`config.mk`:
```
export PLATFORM = sky130hd
export DESIGN_NAME = mem_stage
export DESIGN_NICKNAME = d
export VERILOG_FILES = /design/src/rtl/cpu_pkg.sv /design/src/rtl/mem_timeout_ctr.sv /design/src/rtl/mem_stage.sv
export SDC_FILE = /design/constraint.sdc
export NUM_CORES = 1
export LEC_CHECK = 0
export ABC_AREA = 1
export BUFFER_PORTS_ARGS = -buffer_cell sky130_fd_sc_hd__buf_2
export CAP_MARGIN = 20
export CORE_AREA = 2 2 82 84
export CTS_CLUSTER_DIAMETER = 30
export CTS_CLUSTER_SIZE = 30
export DETAILED_ROUTE_END_ITERATION = 12
export DIE_AREA = 0 0 84 86
export GPL_TIMING_DRIVEN = 0
export PLACE_DENSITY = 0.88
export SLEW_MARGIN = 30
export SYNTH_ARGS = -nofsm -noshare
export SYNTH_HDL_FRONTEND = slang
export SYNTH_SLANG_ARGS = --single-unit
```
`constraint.sdc`:
```
create_clock -name clk -period 1.7 [get_ports clk]
set_clock_uncertainty 0.2 [all_clocks]
set_input_delay 0.085 -clock clk [delete_from_list [all_inputs] [get_ports clk]]
set_output_delay 0.085 -clock clk [all_outputs]
set_load 0.1 [all_outputs]
```
`src/rtl/cpu_pkg.sv`:
```
// Shared types and defaults for the CPU memory stage.
package cpu_pkg;

  localparam int unsigned DATA_W_DEF  = 16;
  localparam int unsigned REG_IDX_W   = 4;
  localparam int unsigned TIMEOUT_DEF = 16;

  // Memory-stage FSM: IDLE accepts new ops, WAIT holds a request until ack.
  typedef enum logic {
    IDLE = 1'b0,
    WAIT = 1'b1
  } mem_state_t;

  // Counter width able to hold 0 .. n-1, never narrower than one bit.
  function automatic int unsigned cnt_width(input int unsigned n);
    return (n > 1) ? $clog2(n) : 1;
  endfunction

endpackage

```
`src/rtl/mem_timeout_ctr.sv`:
```
// WAIT-cycle counter for the memory stage timeout abort.
// Counts cycles while run is high; expired flags the TIMEOUT-th cycle.
module mem_timeout_ctr
  import cpu_pkg::*;
#(
  parameter int unsigned TIMEOUT = TIMEOUT_DEF
) (
  input  logic clk,
  input  logic rst_n,
  input  logic clear,
  input  logic run,
  output logic expired
);

  localparam int unsigned     CntW    = cnt_width(TIMEOUT);
  localparam logic [CntW-1:0] LastCnt = CntW'(TIMEOUT - 1);

  logic [CntW-1:0] r_cnt;

  // r_cnt holds the number of run cycles already completed, so the k-th run cycle sees k-1.
  assign expired = run && (r_cnt == LastCnt);

  // Count run cycles; saturate at the expiry value, clear has priority.
  always_ff @(posedge clk or negedge rst_n) begin
    if (!rst_n) begin
      r_cnt <= '0;
    end else if (clear) begin
      r_cnt <= '0;
    end else if (run && !expired) begin
      r_cnt <= r_cnt + CntW'(1);
    end
  end

endmodule

```
`src/rtl/mem_stage.sv`:
```
// CPU memory stage: passes ALU results straight to writeback and runs
// loads/stores through a req/ack memory handshake, stalling upstream while busy.
// Optional feature: define MEM_STAGE_TIMEOUT_EN to abort a request after
// TIMEOUT WAIT cycles without ack (writeback pulse with mem_err=1).
module mem_stage
  import cpu_pkg::*;
#(
  parameter int unsigned DATA_W  = DATA_W_DEF,
  parameter int unsigned TIMEOUT = TIMEOUT_DEF
) (
  input  logic                 clk,
  input  logic                 rst_n,
  input  logic                 ex_valid,
  input  logic [DATA_W-1:0]    ex_alu_out,
  input  logic [DATA_W-1:0]    ex_st_data,
  input  logic                 ex_mem_rd,
  input  logic                 ex_mem_wr,
  input  logic [REG_IDX_W-1:0] ex_dst,
  input  logic                 ex_reg_wr,
  output logic                 stall,
  output logic                 mem_req,
  output logic                 mem_we,
  output logic [DATA_W-1:0]    mem_addr,
  output logic [DATA_W-1:0]    mem_wdata,
  input  logic [DATA_W-1:0]    mem_rdata,
  input  logic                 mem_ack,
  output logic                 wb_valid,
  output logic [DATA_W-1:0]    wb_data,
  output logic [REG_IDX_W-1:0] wb_dst,
  output logic                 wb_reg_wr,
  output logic                 mem_err
);

  if (TIMEOUT < 1) begin : g_bad_timeout
    $error("mem_stage: TIMEOUT must be at least 1");
  end

  mem_state_t r_state, w_state_d;

  logic                 r_mem_req,   w_mem_req_d;
  logic                 r_mem_we,    w_mem_we_d;
  logic [DATA_W-1:0]    r_mem_addr,  w_mem_addr_d;
  logic [DATA_W-1:0]    r_mem_wdata, w_mem_wdata_d;
  logic [REG_IDX_W-1:0] r_dst,       w_dst_d;
  logic                 r_reg_wr,    w_reg_wr_d;
  logic                 r_wb_valid,  w_wb_valid_d;
  logic [DATA_W-1:0]    r_wb_data,   w_wb_data_d;
  logic [REG_IDX_W-1:0] r_wb_dst,    w_wb_dst_d;
  logic                 r_wb_reg_wr, w_wb_reg_wr_d;

  logic w_accept;
  logic w_is_mem;
  logic w_done;
  logic w_timeout;

  assign stall    = (r_state == WAIT);
  assign w_accept = ex_valid && !stall;
  assign w_is_mem = ex_mem_rd || ex_mem_wr;
  // Ack only means something while a request is outstanding.
  assign w_done   = (r_state == WAIT) && mem_ack;

`ifdef MEM_STAGE_TIMEOUT_EN
  logic w_ctr_clear;
  logic w_ctr_run;
  logic w_expired;
  logic r_mem_err;

  assign w_ctr_clear = (r_state == IDLE);
  assign w_ctr_run   = (r_state == WAIT);

  mem_timeout_ctr #(
    .TIMEOUT (TIMEOUT)
  ) u_timeout_ctr (
    .clk     (clk),
    .rst_n   (rst_n),
    .clear   (w_ctr_clear),
    .run     (w_ctr_run),
    .expired (w_expired)
  );

  // A late ack in the expiry cycle still completes normally.
  assign w_timeout = (r_state == WAIT) && !mem_ack && w_expired;

  // Error flag pulses on the same edge as the abort writeback.
  always_ff @(posedge clk or negedge rst_n) begin
    if (!rst_n) begin
      r_mem_err <= 1'b0;
    end else begin
      r_mem_err <= w_timeout;
    end
  end

  assign mem_err = r_mem_err;
`else
  assign w_timeout = 1'b0;
  assign mem_err   = 1'b0;
`endif

  // State register.
  always_ff @(posedge clk or negedge rst_n) begin
    if (!rst_n) begin
      r_state <= IDLE;
    end else begin
      r_state <= w_state_d;
    end
  end

  // Next-state logic: enter WAIT on an accepted load/store, leave on ack or timeout.
  always_comb begin
    w_state_d = r_state;
    unique case (r_state)
      IDLE: begin
        if (w_accept && w_is_mem) begin
          w_state_d = WAIT;
        end
      end
      WAIT: begin
        if (w_done || w_timeout) begin
          w_state_d = IDLE;
        end
      end
      default: w_state_d = IDLE;
    endcase
  end

  // Output logic: next values of the registered memory port and writeback bundle.
  always_comb begin
    w_mem_req_d   = r_mem_req;
    w_mem_we_d    = r_mem_we;
    w_mem_addr_d  = r_mem_addr;
    w_mem_wdata_d = r_mem_wdata;
    w_dst_d       = r_dst;
    w_reg_wr_d    = r_reg_wr;
    w_wb_valid_d  = 1'b0;
    w_wb_data_d   = r_wb_data;
    w_wb_dst_d    = r_wb_dst;
    w_wb_reg_wr_d = r_wb_reg_wr;

    unique case (r_state)
      IDLE: begin
        if (w_accept) begin
          if (w_is_mem) begin
            // Both rd and wr high is treated as a store.
            w_mem_req_d   = 1'b1;
            w_mem_we_d    = ex_mem_wr;
            w_mem_addr_d  = ex_alu_out;
            w_mem_wdata_d = ex_st_data;
            w_dst_d       = ex_dst;
            w_reg_wr_d    = ex_reg_wr;
          end else begin
            w_wb_valid_d  = 1'b1;
            w_wb_data_d   = ex_alu_out;
            w_wb_dst_d    = ex_dst;
            w_wb_reg_wr_d = ex_reg_wr;
          end
        end
      end
      WAIT: begin
        if (w_done) begin
          w_mem_req_d  = 1'b0;
          w_wb_valid_d = 1'b1;
          w_wb_dst_d   = r_dst;
          if (r_mem_we) begin
            // Stores report their address and never write the register file.
            w_wb_data_d   = r_mem_addr;
            w_wb_reg_wr_d = 1'b0;
          end else begin
            w_wb_data_d   = mem_rdata;
            w_wb_reg_wr_d = r_reg_wr;
          end
        end else if (w_timeout) begin
          w_mem_req_d   = 1'b0;
          w_wb_valid_d  = 1'b1;
          w_wb_dst_d    = r_dst;
          w_wb_data_d   = r_mem_addr;
          w_wb_reg_wr_d = 1'b0;
        end
      end
      default: begin
        w_mem_req_d = 1'b0;
      end
    endcase
  end

  // Registered memory port, latched op fields and writeback bundle.
  always_ff @(posedge clk or negedge rst_n) begin
    if (!rst_n) begin
      r_mem_req   <= 1'b0;
      r_mem_we    <= 1'b0;
      r_mem_addr  <= '0;
      r_mem_wdata <= '0;
      r_dst       <= '0;
      r_reg_wr    <= 1'b0;
      r_wb_valid  <= 1'b0;
      r_wb_data   <= '0;
      r_wb_dst    <= '0;
      r_wb_reg_wr <= 1'b0;
    end else begin
      r_mem_req   <= w_mem_req_d;
      r_mem_we    <= w_mem_we_d;
      r_mem_addr  <= w_mem_addr_d;
      r_mem_wdata <= w_mem_wdata_d;
      r_dst       <= w_dst_d;
      r_reg_wr    <= w_reg_wr_d;
      r_wb_valid  <= w_wb_valid_d;
      r_wb_data   <= w_wb_data_d;
      r_wb_dst    <= w_wb_dst_d;
      r_wb_reg_wr <= w_wb_reg_wr_d;
    end
  end

  assign mem_req   = r_mem_req;
  assign mem_we    = r_mem_we;
  assign mem_addr  = r_mem_addr;
  assign mem_wdata = r_mem_wdata;
  assign wb_valid  = r_wb_valid;
  assign wb_data   = r_wb_data;
  assign wb_dst    = r_wb_dst;
  assign wb_reg_wr = r_wb_reg_wr;

endmodule

```
==> qor.csv, run 1 <==
metric,value,unit
grt total ovfl,0,
highest routed layer,met4,
Worst slew margin,0.482,
CP arrival,1.60,ns
"Seq/Total Area, Yosys",0.519,
Netlist cell types,18,
"antenna viol nets, final",0,
"area leader, netlist",dfrtp_1,
Synth Cell Area,2990,um2
I/O Pins,117,
"commonest non-fill, non-tap cell in the layout",nand2_1,
# port buffers,115,
gr usage total,0.265,
via count,3160,
worst-path cell chain,dlygate4sd3_1 -> buf_2 -> o21ai_2 -> clkbuf_1 -> o21ai_0,
Final GP Congestion,0.784,
# diodes,0,
antenna violations before repair,0,
"commonest non-fill, non-tap cells in the layout","nand2_1 (174), buf_2 (120), inv_1 (70)",
Setup TNS,0,ns
status,completed,
Avg Inst Size Synth,7.57,um2
CTS HTree Levels,3,
met2 wire length,4.95,mm
CP endpoint kind,flip-flop,
CTS tree,done,
row cnt,29,
unrepaired setup endpoints after global routing,false,
Core ar.,6280,um2
via-per-instance ratio,4.80,
crit path time final,1.62,ns
vias in the first global route,3268,
pwr/cell area,1670,nW/um2
CP top delay family,buffers and inverters,
Die Ht,86,um
P&R area growth vs syn,47.4,%
Synth Register Bits,62,
Die Area,7220,um2
drt wl/cell,14.2,um
Worst-Skew Late Latency,0.34,ns
largest net degree at the start of global routing,63,
1st-pass router iterations,4,
max-slew violations,0,
DR iter-0 viols,155,
crit path buf inv count,3,
FILL cells,494,
Final period util,0.950,
placed wire-length estimate,5.56,mm
drt total wl,9.34,mm
Placed Cells,587,
total CTS buffers,9,
layout cell share with drive strength beyond 1,0.266,
crit start category,primary input,
worst hold path type,primary input to flip-flop,
Die X,84,um
"top cells by area, synth","dfrtp_1 (52%), nand2_1 (22%), inv_1 (8.8%)",
leak pwr,2.62,nW
met1 wire length,3.57,mm
total power,7.34,mW
clock tree buffer depth,2,
Slowest cell on crit path,dlygate4sd3_1,
Critical Path Max Stage Delay,0.53,ns
DRC viols,0,
Worst-Margin Slew,0.778,ns
Mapped Nets,454,
fmax,0.619,GHz
maximum net fanout on the critical path,10,
nets,637,
number of standard cells in the final layout excluding fillers,659,
root buf cell,clkbuf_8,
Max Cap Viol,0,
yosys warns,0,
met3 WL,649,um
"Setup violations, final",0,
Synth top area share,0.519,
Initial Utilization,0.476,
"Setup Fix Bufs, Post-CTS",0,
CTS sink cnt,62,
global-route wire length before repair,14.9,mm
Post-Syn Instances,395,
"CTS clk-pin slew, worst paths",0.06,ns
WS Path Type,primary input to flip-flop,
VDD IR max,0.000964,V
Crit path required time,1.69,ns
Final Hold Viols,0,
==> routing by layer <==
layer,vias up,track usage
li1,1528,-
met1,1473,0.289
met2,137,0.502
met3,22,0.0606
met4,0,0.0982
met5,-,0
==> state kept, by name, indices dropped and copies added (netlist names), 4 cells and up <==
name,flops
mem_addr,16
mem_wdata,16
r_dst,4
wb_data,16
wb_dst,4
==> cells in the mapped netlist, drive strengths merged <==
master / instances
clkbuf: 3
nand3: 17
a21boi: 1
conb: 1
buf: 17
o21ai: 44
nor2: 2
inv: 72
nand2: 176
dfrtp: 62
==> tightest hold or removal path: stages <==
cell	delay (ns)
buf_2	0.11
nor2_1	0.08
nand2_1	0.09
nand2_2	0.08
nand2_1	0.07
nand2_1	0.04
==> per-stage QoR <==
stage / utilization / setup WS (ns) / cell area, um2 / hold WS (ns)
floorplan: - / -0.00783 / 2990 / -0.411
global placement: 0.584 / 0.0565 / 3660 / 0.104
detailed placement: 0.584 / 0.141 / 3670 / 0.0233
CTS: 0.702 / 0.125 / 4410 / 0.0341
global route: 0.702 / 0.0160 / 4410 / 0.0679
finish: 0.702 / 0.0849 / 4410 / 0.0391
==> timing repair <==
action | in CTS | in global routing
resized for setup | 0 | 2
hold buffers | 57 | 0
hold endpoints to repair | 123 | 0
setup endpoints to repair | 0 | 3
==> power by group <==
part / total [mW] / switching, mW / internal [mW]
logic: 4.10 / 3.39 / 0.704
clock network: 1.15 / 0.555 / 0.597
registers: 2.09 / 0.245 / 1.85
total: 7.34 / 4.19 / 3.15
==> worst paths after layout <==
kind / startpoint / to / slack, ns / depth (start not counted)
hold / removal: ex_mem_rd / wb_data[0] / 0.04 / 6
max in group asynchronous: rst_n / mem_we / 0.59 / 2
min in group asynchronous: rst_n / mem_wdata[15] / 0.16 / 2
hold reg to reg: wb_data[5] / wb_data[5] / 0.28 / 2
setup reg to reg: stall / mem_wdata[5] / 0.10 / 4
setup / recovery: ex_mem_wr / mem_wdata[5] / 0.08 / 5
==> cell families after synthesis <==
| group | synth area share |
|---|---|
| AO/OA/AOI/OAI | 0.0812 |
| other | 0.00125 |
| flip-flops | 0.519 |
| AND/OR/NAND/NOR | 0.258 |
| buffers and inverters | 0.141 |
==> final cells by class <==
type	instances	area [um2]	area share
flip-flops and latches	62	1550	0.353
repair buffers	172	1150	0.261
multi-input cells	241	1020	0.231
inverters	72	270	0.0613
clock buffers	13	159	0.0361
plain buffers	20	151	0.0344
well taps	77	96.3	0.0219
clock inverters	2	10.0	0.00227
(Power assumes the default switching activity.)
==> inputs of run 2 (changes only) <==
--- a/config.mk
+++ b/config.mk
@@ -15,6 +15,7 @@
 export DIE_AREA = 0 0 84 86
 export GPL_TIMING_DRIVEN = 0
 export PLACE_DENSITY = 0.88
+export RECOVER_POWER = 25
 export SLEW_MARGIN = 30
 export SYNTH_ARGS = -nofsm -noshare
 export SYNTH_HDL_FRONTEND = slang
==> qor.csv, run 2 (synthesis results as in run 1) <==
metric,value,unit
hold path endpoint,wb_data[0],
Crit path required time,1.69,ns
Final Hold Viols,0,
largest net degree at the start of global routing,63,
crit start category,primary input,
hold_ws,0.0392,ns
Initial Utilization,0.476,
Final GP Congestion,0.784,
layout cell share with drive strength beyond 1,0.266,
fmax,0.620,GHz
CP Launch Point,ex_mem_wr,
"commonest non-fill, non-tap cell in the layout",nand2_1,
CP endpoint kind,flip-flop,
via-per-instance ratio,4.80,
Final period util,0.949,
unrepaired setup endpoints after global routing,false,
Setup TNS,0,ns
design area,4410,um2
Worst slew margin,0.436,
Die X,84,um
Worst-Margin Slew,0.846,ns
gr usage total,0.265,
drt wl/cell,14.1,um
placed wire-length estimate,5.56,mm
row cnt,29,
"antenna viol nets, final",0,
highest routed layer,met4,
"commonest non-fill, non-tap cells in the layout","nand2_1 (174), buf_2 (120), inv_1 (70)",
Worst-Skew Late Latency,0.34,ns
Max Cap Viol,0,
r2r endpoint,mem_wdata[5],
global-route wire length before repair,14.9,mm
crit path time final,1.61,ns
CP arrival,1.60,ns
pwr/cell area,1670,nW/um2
Die Area,7220,um2
# port buffers,115,
DR iter-0 viols,155,
status,completed,
CTS sink cnt,62,
"Setup Fix Bufs, Post-CTS",0,
maximum net fanout on the critical path,10,
drt total wl,9.32,mm
max-slew violations,0,
met1 wire length,3.56,mm
I/O Pins,117,
CTS tree,done,
"CTS clk-pin slew, worst paths",0.06,ns
r2r setup slk,0.10,ns
leak pwr,2.62,nW
worst hold path type,primary input to flip-flop,
Min-Delay Path Depth,6,
reg2reg path depth,4,
grt total ovfl,0,
CTS HTree Levels,3,
WS Path Type,primary input to flip-flop,
vias in the first global route,3268,
RR Startpoint,stall,
root buf cell,clkbuf_8,
antenna violations before repair,0,
number of standard cells in the final layout excluding fillers,659,
clock tree buffer depth,2,
# diodes,0,
DRC viols,0,
"Setup violations, final",0,
Hold Startpoint,ex_mem_rd,
met3 WL,640,um
met2 wire length,4.95,mm
Core ar.,6280,um2
1st-pass router iterations,4,
P&R area growth vs syn,47.4,%
VDD IR max,0.000964,V
Die Ht,86,um
total CTS buffers,9,
via count,3160,
placed cell areas,3670,um2
Placed Cells,587,
nets,637,
[run 2: changes by cell type in the layout (fill, tap and decap cells not counted)]
cell,before,now
buf_4,5,4
clkbuf_4,0,1
[run 2: critical path: stages]
cell and delay (ns):
dlygate4sd3_1 0.53, buf_2 0.14, o21ai_2 0.26, clkbuf_1 0.38, o21ai_0 0.19
[run 2: how the worst max path moves through the flow]
stage | endpoint | slack (ns) | cells after the start
2_1_floorplan | wb_reg_wr | -0.008 | 7
3_3_place_gp | mem_we | 0.06 | 1
3_5_place_dp | wb_data[11] | 0.14 | 8
4_1_cts | wb_data[11] | 0.12 | 8
5_1_grt | mem_wdata[5] | 0.02 | 5
6_report | mem_wdata[5] | 0.09 | 5
[run 2: what timing repair did]
item | 4_1_cts | 5_1_grt
hold buffers | 57 | 0
resized for setup | 0 | 2
setup endpoints to repair | 0 | 3
endpoints found under the hold margin | 123 | 0
[run 2: routing by layer]
| metal | up-vias | global-route usage |
|---|---|---|
| met5 | - | 0 |
| met4 | 0 | 0.0982 |
| met3 | 21 | 0.0606 |
| met2 | 137 | 0.502 |
| met1 | 1474 | 0.289 |
| li1 | 1528 | - |
[run 2: final cells by class]
cell class,instances,area [um2]
plain buffers,20,151
inverters,72,270
flip-flops and latches,62,1550
multi-input cells,241,1020
repair buffers,172,1150
fillers,494,1870
clock inverters,2,10.0
clock buffers,13,159
well taps,77,96.3
[run 2: report_power, final]
| part | switching [mW] | internal, mW |
|---|---|---|
| sequential | 0.244 | 1.85 |
| clock | 0.555 | 0.597 |
| combinational | 3.39 | 0.704 |
| total | 4.19 | 3.15 |
[run 2: through the flow]
step           utilization  total power, mW  worst slack (ns)
4_1_cts              0.702             7.31             0.125
5_1_grt              0.702             7.64            0.0160
3_5_place_dp         0.584             6.06             0.141
6_report             0.702             7.34            0.0864
3_3_place_gp         0.584             5.99            0.0565
2_1_floorplan            -             5.33          -0.00783
